`src/rtl/rr_mux_pkg.sv`:
```
// Shared constants, output-stage state type and width helper for the round-robin arbitrating mux.
package rr_mux_pkg;

  localparam int unsigned RR_MUX_MAX_CH = 16;
  localparam int unsigned BEAT_CNT_W    = 16;

  typedef enum logic {
    OUT_EMPTY = 1'b0,
    OUT_FULL  = 1'b1
  } out_state_e;

  // Channel index width; never narrower than one bit.
  function automatic int unsigned ch_index_w(input int unsigned n);
    return (n <= 2) ? 1 : $clog2(n);
  endfunction

endpackage

```
`src/rtl/rr_arbiter.sv`:
```
// Rotating-priority grant search and the round-robin pointer register.
module rr_arbiter
  import rr_mux_pkg::*;
#(
  parameter int unsigned N_CH = 4,
  localparam int unsigned CH_W = ch_index_w(N_CH)
) (
  input  logic            clk,
  input  logic            rst,
  input  logic [N_CH-1:0] in_valid,
  input  logic            advance,
  output logic [CH_W-1:0] grant,
  output logic            any_valid
);

  logic [CH_W-1:0] rr_ptr;

  // First requester at or after rr_ptr, wrapping modulo N_CH.
  always_comb begin
    logic [CH_W-1:0] idx;
    grant     = '0;
    any_valid = 1'b0;
    idx       = '0;
    for (int k = 0; k < int'(N_CH); k++) begin
      idx = CH_W'((32'(rr_ptr) + 32'(k)) % N_CH);
      if (!any_valid && in_valid[idx]) begin
        grant     = idx;
        any_valid = 1'b1;
      end
    end
  end

  // Pointer moves past the winner only on an accepted beat.
  always_ff @(posedge clk or posedge rst) begin
    if (rst) begin
      rr_ptr <= '0;
    end else if (advance) begin
      rr_ptr <= (grant == CH_W'(N_CH - 1)) ? '0 : grant + CH_W'(1);
    end
  end

endmodule

```
`src/rtl/rr_arb_mux.sv`:
```
// N-channel round-robin arbitrating mux with valid/ready on every port and a one-entry output stage.
// Optional beat counter (beat_cnt, cnt_clr) is built when RR_MUX_CNT_EN is defined.
module rr_arb_mux
  import rr_mux_pkg::*;
#(
  parameter int unsigned N_CH   = 4,
  parameter int unsigned DATA_W = 8,
  localparam int unsigned CH_W  = ch_index_w(N_CH)
) (
  input  logic                     clk,
  input  logic                     rst,
  input  logic [N_CH-1:0]          in_valid,
  input  logic [N_CH*DATA_W-1:0]   in_data,
  output logic [N_CH-1:0]          in_ready,
  output logic                     out_valid,
  output logic [DATA_W-1:0]        out_data,
  output logic [CH_W-1:0]          out_ch,
  input  logic                     out_ready
`ifdef RR_MUX_CNT_EN
  ,
  input  logic                     cnt_clr,
  output logic [BEAT_CNT_W-1:0]    beat_cnt
`endif
);

  out_state_e      state;
  logic [CH_W-1:0] grant;
  logic            any_valid;
  logic            load_en;
  logic            xfer;
  logic [DATA_W-1:0] sel_data;

  rr_arbiter #(.N_CH(N_CH)) u_arbiter (
    .clk       (clk),
    .rst       (rst),
    .in_valid  (in_valid),
    .advance   (xfer),
    .grant     (grant),
    .any_valid (any_valid)
  );

  assign out_valid = (state == OUT_FULL);
  assign load_en   = !out_valid || out_ready;
  assign xfer      = load_en && any_valid && !rst;

  // One-hot accept to the granted channel; data mux by the same index.
  always_comb begin
    in_ready = '0;
    sel_data = '0;
    for (int i = 0; i < int'(N_CH); i++) begin
      if (grant == CH_W'(i)) begin
        in_ready[i] = xfer;
        sel_data    = in_data[i*DATA_W +: DATA_W];
      end
    end
  end

  // Output stage: load replaces (even while draining), drain alone empties, stall holds.
  always_ff @(posedge clk or posedge rst) begin
    if (rst) begin
      state    <= OUT_EMPTY;
      out_data <= '0;
      out_ch   <= '0;
    end else begin
      case (state)
        OUT_EMPTY: begin
          if (xfer) begin
            state    <= OUT_FULL;
            out_data <= sel_data;
            out_ch   <= grant;
          end
        end
        OUT_FULL: begin
          if (xfer) begin
            out_data <= sel_data;
            out_ch   <= grant;
          end else if (out_ready) begin
            state <= OUT_EMPTY;
          end
        end
      endcase
    end
  end

`ifdef RR_MUX_CNT_EN
  // Saturating handshake counter; clear has priority over increment.
  always_ff @(posedge clk or posedge rst) begin
    if (rst) begin
      beat_cnt <= '0;
    end else if (cnt_clr) begin
      beat_cnt <= '0;
    end else if (xfer && (beat_cnt != '1)) begin
      beat_cnt <= beat_cnt + BEAT_CNT_W'(1);
    end
  end
`endif

endmodule

```
`config.mk`:
```
export PLATFORM = sky130hd
export DESIGN_NAME = rr_arb_mux
export DESIGN_NICKNAME = d
export VERILOG_FILES = /design/src/rtl/rr_mux_pkg.sv /design/src/rtl/rr_arbiter.sv /design/src/rtl/rr_arb_mux.sv
export SDC_FILE = /design/constraint.sdc
export NUM_CORES = 1
export LEC_CHECK = 0
export ABC_CLOCK_PERIOD_IN_PS = 4250
export BUFFER_PORTS_ARGS = -buffer_cell sky130_fd_sc_hd__clkbuf_2
export CAP_MARGIN = 10
export CORE_MARGIN = 1.5
export CORE_UTILIZATION = 30
export CTS_CLUSTER_SIZE = 20
export DETAILED_ROUTE_END_ITERATION = 10
export PLACE_DENSITY = 0.65
export REMOVE_ABC_BUFFERS = 1
export SKIP_LAST_GASP = 1
export SLEW_MARGIN = 20
export SYNTH_ARGS = -nofsm -noshare
export SYNTH_HDL_FRONTEND = slang
export SYNTH_HIERARCHICAL = 1
export SYNTH_SLANG_ARGS = --single-unit
```
`constraint.sdc`:
```
create_clock -name clk -period 4.25 [get_ports clk]
set_input_delay 0.425 -clock clk [delete_from_list [all_inputs] [get_ports clk]]
set_output_delay 0.425 -clock clk [all_outputs]
set_load 0.05 [all_outputs]
```
# After elaboration in Yosys (flattened, before gate mapping)
# Index checks and enable logic that the tools add are counted.
# W data, S select, Z words.
[word_totals]
out_inout_bits = 15
input_bits = 39
wordCells = 59
ff_bits = 13
[classes]
eq_ne = 3
order_cmp = 4
bitwise_logic = 1
muxes = 31
reduce_logical = 12
addsub = 4
[op_table]
columns = ["op", "n"]
rows = [
  ["$mux W8", 5],
  ["$mux W1", 15],
  ["$lt A2 B3 Y1 const B", 4],
  ["$mux W2", 6],
  ["$bmux W1 S2", 4],
  ["$logic_and A1 B1 Y1", 5],
  ["$logic_not A1 Y1", 5],
  ["$add A2 B1 Y2 const B", 2],
  ["$add A2 B2 Y2 const B", 2],
  ["$eq A2 B2 Y1 const B", 2],
  ["$eq A2 B1 Y1 const B", 1],
  ["$logic_not A2 Y1", 1],
  ["$pmux W1 S2", 1],
  ["$logic_or A1 B1 Y1", 1],
  ["$not A1 Y1", 1],
]

# Depth between registers and ports, before layout
# Gate-level depths: netlist (run 1).
[logic_depth]
ltp_word = 18
mapped_depth = 7
mapped_depth_nobuf = 6

# Modules after synthesis
# The synthesis (run 1) kept the hierarchy.
[modules_own_cells]
columns = ["module", "cells_per_inst", "area_per_inst_um2", "n_inst", "seq_area_each_um2"]
rows = [
  ["rr_arb_mux", 42, 683.2, 1, 275.3],
  ["rr_arbiter", 22, 181.4, 1, 50.0],
]

# Least setup slack after synthesis (run 1)
# Ideal clock, no wire load.
[synth_path]
kind = "input -> output"
startpoint = "input port rst"
endpoint = "output port in_ready[0]"
path_buffers = 2
required_ns = 3.825
path_stages = 5
arrival_time_ns = 2.468
slack_ns = 1.357
cell_sequence = "inv_1 > and3_1 > buf_2 > buf_2 > nor3b_1"
[synth_between]
elab_chain_len = 3
[synth_rtl]
columns = ["item", "line_no", "text"]
rows = [
  ["from (decl)", "rr_arb_mux.sv:11", "input logic rst,"],
  ["$logic_not A1 Y1 (no source line)", "--", ""],
  ["$logic_and A1 B1 Y1", "rr_arb_mux.sv:44", "assign xfer = load_en && any_valid && !rst;"],
  ["named net xfer", "rr_arb_mux.sv:30", "logic xfer;"],
  ["$mux W1", "rr_arb_mux.sv:51", "if (grant == CH_W'(i)) begin"],
  ["to (decl)", "rr_arb_mux.sv:14", "output logic [N_CH-1:0] in_ready,"],
]
# The timed path passes the listed nets, and every way through them passes these cells.

# Worst setup path in the final report (run 1)
[layout_path]
startpoint = "input port rst"
endpoint = "output port in_ready[2]"
[layout_between]
elab_chain_len = 3
[layout_rtl]
columns = ["item", "line_no"]
rows = [
  ["$logic_not A1 Y1 (no source line)", "--"],
  ["$logic_and A1 B1 Y1", "rr_arb_mux.sv:44"],
  ["$mux W1", "rr_arb_mux.sv:51"],
]
# Every way passes these cells.

==> impl_results.md, run 1 <==
- Status: completed
- Cell area after layout: 0.00118 mm^2
- Period utilization: 0.753
- Area leader, netlist: dfrtp_1
- Post-Syn Area: 865 um^2
- Slew at the pin with the worst max-slew slack: 746 ps
- Skew-Pair Late Insertion Delay: 270 ps
- Critical Path Source: rst
- WP data arrival: 2780 ps
- Final Skew: 2.01 ps
- # setup viols final: 0
- # H-tree levels: 1
- Yosys warns: 6
- Tmin final: 3200 ps
- Slew HR: 0.502
- Hold path start: out_ready
- RSZ-0062 raised after global routing: false
- Yosys reg bits: 13
- Register area: 325 um^2
- Synth cell types: 25
- CTS clk-pin slew, worst paths: 80 ps
- Nets: 159
- Starting Density: 0.316
- Vias: 750
- Number of global-route vias before repair: 704
- Final Slew Violations: 0
- Clock Sinks: 13
- Most instantiated library cell after synthesis: dfrtp_1
- Reg-to-reg startpoint: u_arbiter/rr_ptr[0]
- Hold WC Path Type: in -> reg
- Crit Path Class: in -> out
- GPL Wtd Cong: 0.926
- Startpoint Class: primary input
- Worst EP required: 3830 ps
- Worst R2R Setup Slack: 1820 ps
- Seq/Total Area, Yosys: 0.376
- Max IR drop VDD: 0.551 mV
- TNS Setup: 0 ps
- First-pass GRT wire length: 3.06 mm
- Die height: 56.7 um
- Power Density: 670 mW/mm^2
- Cells after DPL: 144
- Avg Cell Area, Syn: 13.5 um^2
- Fill cells: 261
- Post-synth top cells: dfrtp_1, inv_1, mux2_2, mux2_4, mux4_2
- Grt ovf: 0
- Full die area: 0.00321 mm^2
- Final WS setup: 1050 ps
- Top cell type's share of synthesized area: 0.376
- Post-route DRC: 0
- DRT Wirelength: 1.95 mm
- Drt initial violations: 12
- CTS tree: done
- Final Hold Viols: 0
- CP Capture Type: output pin
- Core area: 0.00273 mm^2
- FF-to-FF path depth: 5
- CTS Buf Count: 3
- Vias/cell: 5.03
- LEAKAGE: 0.000618 uW
- Top_reg_cell synth: dfrtp_1
- Peak Freq: 312 MHz
- Die width: 56.7 um
- Post-DP Area: 0.00114 mm^2
- Pre-CTS WS: 1540 ps
- Fraction of layout cells with a size suffix above 1: 0.644
- Row cnt: 19
- GR Util All Layers: 0.127
- CTS Buffer Depth: 2
- Wire per inst: 13.1 um
- Multi-input gate area: 492 um^2
- Synth top area cells: dfrtp_1, mux4_2, mux4_1
- DRT Pass-1 Iters: 4
- Port Buffers: 53
- Post-synth ARST share: 1.00
- CTS root buffer: clkbuf_4
- Largest net degree at the start of global routing: 18
- Post-CTS Setup Inserts: 0
- ANT nets after route: 0
- Layout area overhead: 36.5%
- Worst Hold Depth: 3
- Max_cap viols: 0
- Initial antenna violation count: 0
- Hpwl dp: 1.50 mm
- IO Count: 54
- EDFF count, synth: 0
- Worst Path Max Fanout: 17
- Finished Layout Cells: 149
- ANT cells: 0
- Post-Syn Instances: 64
[stage by stage]
stage / hold slack, ps / power [uW] / util
after detailed placement: 296 / 719 / 0.418
after global routing: 470 / 841 / 0.432
after floorplan: 166 / 609 / -
final: 441 / 790 / 0.432
after global placement: 295 / 712 / 0.418
after CTS: 424 / 801 / 0.432
[layer usage]
metal / GRT usage / up-vias / wire [um]
met5: 0 / - / 0
met4: 0.0510 / 0 / 47
met3: 0.0553 / 6 / 164
met2: 0.196 / 45 / 892
met1: 0.154 / 343 / 848
li1: - / 356 / -
[path summary, 6_finish.rpt]
path | end
min | out_valid
max reg2reg | out_data[5]
min reg2reg | out_valid
min in group asynchronous | u_arbiter/rr_ptr[0]
max | in_ready[2]
max in group asynchronous | out_data[5]
[sequential cells by signal, indices dropped and copies added (netlist names)]
name              count
out_valid             1
u_arbiter/rr_ptr      2
out_data              8
out_ch                2
[cells in the final DEF, fill, tap and decap left out, types with 2 or more instances in the layout]
cell	Yosys	routed
dfrtp_1	13	13
o21ai_0	3	3
nor2_1	3	3
and3b_2	2	2
clkbuf_4	0	3
inv_1	6	6
mux4_2	5	5
mux2_4	5	5
nand2b_1	2	2
mux2_2	6	6
clkbuf_2	0	53
mux4_1	3	3
[worst max-delay path, cell delays in order]
cell and delay [ps]:
dlygate4sd3_1 530, clkbuf_2 120, inv_1 380, and3_1 740, and3b_2 310, clkbuf_2 270
[timing repair]
| item | CTS | global route |
|---|---|---|
| gates resized for setup | 0 | 0 |
| hold endpoints to repair | 2 | 0 |
| hold buffers | 1 | 0 |
[area by class of cell]
| cell class | instances | share of cell area |
|---|---|---|
| clock buffers | 4 | 0.0223 |
| flip-flops and latches | 13 | 0.276 |
| repair buffers | 54 | 0.233 |
| multi-input cells | 41 | 0.417 |
| inverters | 6 | 0.0191 |
| well taps | 31 | 0.0329 |
[logic make-up (layout without fill, tap and decap cells)]
family,count (synthesis),count (layout),share of synthesized area
AOI/OAI and AO/OA,8,8,0.0723
DFF,13,13,0.376
muxes,19,19,0.386
adders and majority gates,1,1,0.0145
and+or+nand+nor,13,13,0.0955
buffers and inverters,10,64,0.0550
[power by group]
| part | total (uW) | leakage [uW] | internal (uW) | switching, uW |
|---|---|---|---|---|
| Sequential | 219 | 0.000153 | 182 | 36.7 |
| Combinational | 494 | 0.000450 | 186 | 308 |
| Clock | 77.6 | 0.0000150 | 36.3 | 41.2 |
No activity file was read; power rests on OpenSTA's default activity.
==> run 2: changes to the inputs <==
- ABC_CLOCK_PERIOD_IN_PS: 4250 -> 2900
- PLACE_DENSITY: 0.65 -> 0.67
- clock period: 4.25 -> 2.9 ns (I/O delays scaled with it)
==> impl_results.md, run 2 (same netlist as run 1, synthesis figures left out) <==
- Status: completed
- Tmin final: 2610 ps
- Number of global-route vias before repair: 814 (+16%)
- Post-route DRC: 0 (unchanged)
- DRT Wirelength: 2.00 mm (+2.2%)
- Critical path, cell by cell: dlygate4sd3_1 > clkbuf_2 > inv_1 > and3_1 > nor3b_1 > clkbuf_2
- Period utilization: 0.900
- Final Skew: 3.60 ps (+1.59 ps)
- First-pass GRT wire length: 3.37 mm (+10%)
- Peak Freq: 383 MHz
- TNS Setup: 0 ps (unchanged)
- Full die area: 0.00321 mm^2 (unchanged)
- Initial antenna violation count: 0 (unchanged)
- WP data arrival: 2320 ps (-460 ps)
- DRT Pass-1 Iters: 4 (unchanged)
- Final Slew Violations: 0 (unchanged)
- Final Hold Viols: 0 (unchanged)
- Vias/cell: 4.89 (-2.9%)
- Final WS setup: 291 ps (-757 ps)
- Commonest cells after routing, fill and taps aside: clkbuf_2, dfrtp_1, inv_1, mux2_2
- Skew-Pair Late Insertion Delay: 270 ps (about the same)
- Wire per inst: 13.2 um (+0.80%)
- WL met1: 739 um (-13%)
- # H-tree levels: 1 (unchanged)
- Layout area overhead: 38.2%
- FF-to-FF path depth: 6 (+1)
- CP Capture Type: output pin
- Highest routing layer actually used: met4
- Cell area after layout: 0.00119 mm^2 (+1.3%)
- Die width: 56.7 um (unchanged)
- Post-CTS Setup Inserts: 0 (unchanged)
- Port Buffers: 53 (unchanged)
- CTS clk-pin slew, worst paths: 70 ps (about the same)
- Final Util: 0.437 (+0.00549)
- Power Density: 979 mW/mm^2 (+46%)
- Biggest register: out_data
- Slew at the pin with the worst max-slew slack: 528 ps (-219 ps)
- CTS Buf Count: 3 (unchanged)
- Worst Path Max Fanout: 12 (-5)
- Met2 routed WL: 1.10 mm (+24%)
- Multi-input gate area: 492 um^2 (unchanged)
- Nets: 161 (+1.3%)
- CTS root buffer: clkbuf_4
- Crit Path Class: in -> out
- Grt ovf: 0 (unchanged)
- Row cnt: 19 (unchanged)
- Largest registers: out_data: 8 flops, out_ch: 2 flops, u_arbiter/rr_ptr: 2 flops
- Crit-path max cell delay: 530 ps (-210 ps)
- CTS tree: done
- PostCTS Resize Cnt: 0 (unchanged)
- Post-DP Area: 0.00116 mm^2 (+1.3%)
- Worst EP required: 2610 ps (-1220 ps)
- LEAKAGE: 0.000628 uW (+1.6%)
- Most common cell on crit path: clkbuf_2
- Starting Density: 0.316 (unchanged)
- IO Count: 54 (unchanged)
- Core area: 0.00273 mm^2 (unchanged)
- RSZ-0062 raised after global routing: false
- Slew HR: 0.648 (+0.146)
- Die height: 56.7 um (unchanged)
- Critical-path top delay cell: dlygate4sd3_1
- GR Util All Layers: 0.139 (+0.0122)
- Hpwl dp: 1.64 mm (+9.6%)
- Max_cap viols: 0 (unchanged)
- CTS Hold Bufs: 1 (unchanged)
- ANT nets after route: 0 (unchanged)
- Clock Sinks: 13 (unchanged)
- WL met3: 123 um (-25%)
- Hold WC Path Type: in -> reg
- Most common cell after layout, fill and taps aside: clkbuf_2
- # setup viols final: 0 (unchanged)
- Fraction of layout cells with a size suffix above 1: 0.650 (+0.00593)
- Startpoint Class: primary input
- Largest net degree at the start of global routing: 15 (-3)
- Largest register FFs: 8 (unchanged)
- ANT cells: 0 (unchanged)
- Fill cells: 263 (+0.77%)
- Worst Hold Depth: 3 (unchanged)
- Max IR drop VDD: 0.554 mV (+0.52%)
- Register area: 325 um^2 (unchanged)
- Vias: 738 (-1.6%)
- CTS Buffer Depth: 2 (unchanged)
- Pre-CTS WS: 617 ps (-925 ps)
- GPL Wtd Cong: 0.794 (-14%)
- Drt initial violations: 6 (-6)
- Hold_ws: 306 ps (-135 ps)
## run 2: changes by cell type in the layout (fill, tap and decap cells not counted), sizes merged
| cell | change |
|---|---|
| buf | +2 |
## run 2: routing by layer
metal / global-route usage / vias to the layer above
met5: 0 / -
met4: 0.0544 / 0
met3: 0.0484 / 2
met2: 0.252 / 28
met1: 0.144 / 352
li1: - / 356
## run 2: worst paths after layout
path / from / endpoint / slack (ps)
worst max-delay path: rst / in_ready[0] / 290
worst min-delay path: out_ready / out_valid / 310
worst max register to register: u_arbiter/rr_ptr[0] / out_data[6] / 660
worst min register to register: out_data[7] / out_data[7] / 510
max in group asynchronous: rst / out_data[4] / 2010
min in group asynchronous: rst / u_arbiter/rr_ptr[1] / 420
## run 2: through the flow
stage / instances / power, uW
after floorplan: 60 / 892
after global placement: 146 / 1050
after detailed placement: 146 / 1070
after CTS: 151 / 1190
after global routing: 151 / 1250
final: 151 / 1170
## run 2: worst max-delay path, delay by kind of cell
kind | cells | cell delay (ps)
and+or+nand+nor | 2 | 720
buffers and inverters | 4 | 1310
## run 2: layout make-up
| class | count | area share |
|---|---|---|
| Multi-Input combinational cell | 41 | 0.412 |
| Inverter | 6 | 0.0188 |
| Sequential cell | 13 | 0.272 |
| Tap cell | 31 | 0.0325 |
| Timing Repair Buffer | 56 | 0.243 |
| Clock buffer | 4 | 0.0220 |
## run 2: where the power goes
part	internal (uW)	leakage, uW	switching (uW)
Clock	53.3	0.0000150	56.5
Sequential	267	0.000153	49.9
Combinational	283	0.000461	461
Total	602	0.000628	568
==> run 3: changes to the inputs <==
- CTS_BUF_LIST: default -> sky130_fd_sc_hd__clkbuf_4 sky130_fd_sc_hd__clkbuf_8
==> impl_results.md, run 3 (same netlist as run 1, synthesis figures left out) <==
- Status: completed
- Critical Path Sink: in_ready[0]
- CP Capture Type: output pin
- Skew-Pair Late Insertion Delay: 280 ps (about the same)
- Clock Sinks: 13 (unchanged)
- Final Slew Violations: 0 (unchanged)
- Critical-path top delay cell: dlygate4sd3_1
- Slew at the pin with the worst max-slew slack: 523 ps (-5.04 ps)
- Cells after DPL: 146 (unchanged)
- Vias: 751 (+1.8%)
- Startpoint Class: primary input
- # setup viols final: 0 (unchanged)
- Slew HR: 0.652 (+0.00336)
- Most common cell on crit path: clkbuf_2
- Fill cells: 261 (-0.76%)
- Hold WC Path Type: in -> reg
- Gate power share: 0.628 (-0.008)
- Final Util: 0.438 (+0.00137)
- Hpwl dp: 1.64 mm (unchanged)
- Largest net degree at the start of global routing: 15 (unchanged)
- Pint: 612 uW (+1.6%)
- Power Density: 988 mW/mm^2 (+0.89%)
- CTS root buffer: clkbuf_4
- Cell area after layout: 0.00120 mm^2 (+0.31%)
- ANT nets after route: 0 (unchanged)
- Worst EP required: 2610 ps (about the same)
- CTS Hold Bufs: 1 (unchanged)
- # H-tree levels: 1 (unchanged)
- Tmin final: 2600 ps (-5.94 ps)
- Max IR drop VDD: 0.600 mV (+8.4%)
- TNS Setup: 0 ps (unchanged)
- Nets: 161 (unchanged)
- Sw power: 572 uW (+0.83%)
- Commonest cells after routing, fill and taps aside: clkbuf_2, dfrtp_1, inv_1, mux2_2
- Crit Path Class: in -> out
- GR Util All Layers: 0.141 (+0.00192)
- Fraction of layout cells with a size suffix above 1: 0.658 (+0.00833)
- CTS clk-pin slew, worst paths: 80 ps (about the same)
- DRT Pass-1 Iters: 4 (unchanged)
- Reg-to-reg startpoint: u_arbiter/rr_ptr[0]
- Post-CTS Setup Inserts: 0 (unchanged)
- Flop pwr share: 0.268 (-0.002)
- Final Skew: 0.633 ps (-2.96 ps)
- WP data arrival: 2310 ps (about the same)
- LEAKAGE: 0.000632 uW (+0.54%)
- CTS Buf Count: 3 (unchanged)
- Row cnt: 19 (unchanged)
- Worst R2R Setup Slack: 650 ps (about the same)
- Net Sw Frac: 0.483 (-0.00182)
- Initial antenna violation count: 0 (unchanged)
- Hold_ws: 297 ps (-9.30 ps)
- Wire per inst: 13.4 um (+1.6%)
- Finished Layout Cells: 151 (unchanged)
- Crit-path max cell delay: 530 ps (about the same)
- DRT Wirelength: 2.03 mm (+1.6%)
- First-pass GRT wire length: 3.40 mm (+0.80%)
- Peak Freq: 384 MHz (+0.23%)
- Worst reg2reg endpoint: out_data[6]
- PostCTS Resize Cnt: 0 (unchanged)
- Post-DP Area: 0.00116 mm^2 (unchanged)
- Multi-input gate area: 492 um^2 (unchanged)
- FF-to-FF path depth: 6 (unchanged)
- Clock share of power: 0.104 (+0.010)
- Critical path, cell by cell: dlygate4sd3_1 > clkbuf_2 > inv_1 > and3_1 > nor3b_1 > clkbuf_2
- Port Buffers: 53 (unchanged)
- CTS tree: done
- CTS Buffer Depth: 2 (unchanged)
- Number of global-route vias before repair: 811 (-0.37%)
- Post-route DRC: 0 (unchanged)
- Full die area: 0.00321 mm^2 (unchanged)
- Largest register FFs: 8 (unchanged)
- ANT cells: 0 (unchanged)
- Die height: 56.7 um (unchanged)
- Period utilization: 0.898 (-0.00205)
- Core area: 0.00273 mm^2 (unchanged)
- Max_cap viols: 0 (unchanged)
- Layout area overhead: 38.6%
- Die width: 56.7 um (unchanged)
- IO Count: 54 (unchanged)
- Most common cell after layout, fill and taps aside: clkbuf_2
- Final Hold Viols: 0 (unchanged)
- Worst Path Max Fanout: 12 (unchanged)
- Biggest register: out_data
- Vias/cell: 4.97 (+1.8%)
- Largest registers: out_data: 8 flops, out_ch: 2 flops, u_arbiter/rr_ptr: 2 flops
- RSZ-0062 raised after global routing: false
- Hold path start: out_ready
- GPL Wtd Cong: 0.794 (unchanged)
- Register area: 325 um^2 (unchanged)
- Starting Density: 0.316 (unchanged)
- Critical Path Source: rst
- Grt ovf: 0 (unchanged)
- Drt initial violations: 4 (-2)
run 3: changes by cell type in the layout (fill, tap and decap cells not counted):
cell      delta
clkbuf_4     +1
clkbuf_1     -1
run 3: stage by stage:
step | setup WS [ps] | total power [uW]
after global routing | 79.1 | 1260
final | 297 | 1180
after detailed placement | 617 | 1070
after floorplan | 153 | 892
after global placement | 718 | 1050
after CTS | 195 | 1200
run 3: cell type report:
cell class	instances	share of cell area
Multi-Input combinational cell	41	0.410
Sequential cell	13	0.271
Clock buffer	4	0.0251
Timing Repair Buffer	56	0.242
Tap cell	31	0.0324
Inverter	6	0.0188
run 3: how the worst min path moves through the flow:
| stage | endpoint | depth (start not counted) | slack (ps) |
|---|---|---|---|
| after floorplan | u_arbiter/rr_ptr[0] | 1 | 30 |
| after global placement | u_arbiter/rr_ptr[0] | 2 | 160 |
| after detailed placement | u_arbiter/rr_ptr[1] | 2 | 160 |
| after CTS | out_valid | 3 | 300 |
| after global routing | out_valid | 3 | 310 |
| final | out_valid | 3 | 300 |
run 3: critical path, delay by kind of cell:
kind	cells	cell delay (ps)
buffers and inverters	4	1310
and+or+nand+nor	2	720
run 3: power groups by stage:
stage / Sequential [uW] / Clock [uW] / Combinational, uW
detailed placement: 320 / 0 / 751
floorplan: 570 / 0 / 323
global route: 332 / 140 / 787
CTS: 317 / 129 / 752
finish: 318 / 123 / 744
global placement: 319 / 0 / 733
run 3: layer usage:
metal	GRT usage	wire, um	vias up
met3	0.0484	130	2
met4	0.0646	27	0
met1	0.146	748	364
met2	0.252	1120	30
met5	0	0	-
li1	-	-	355
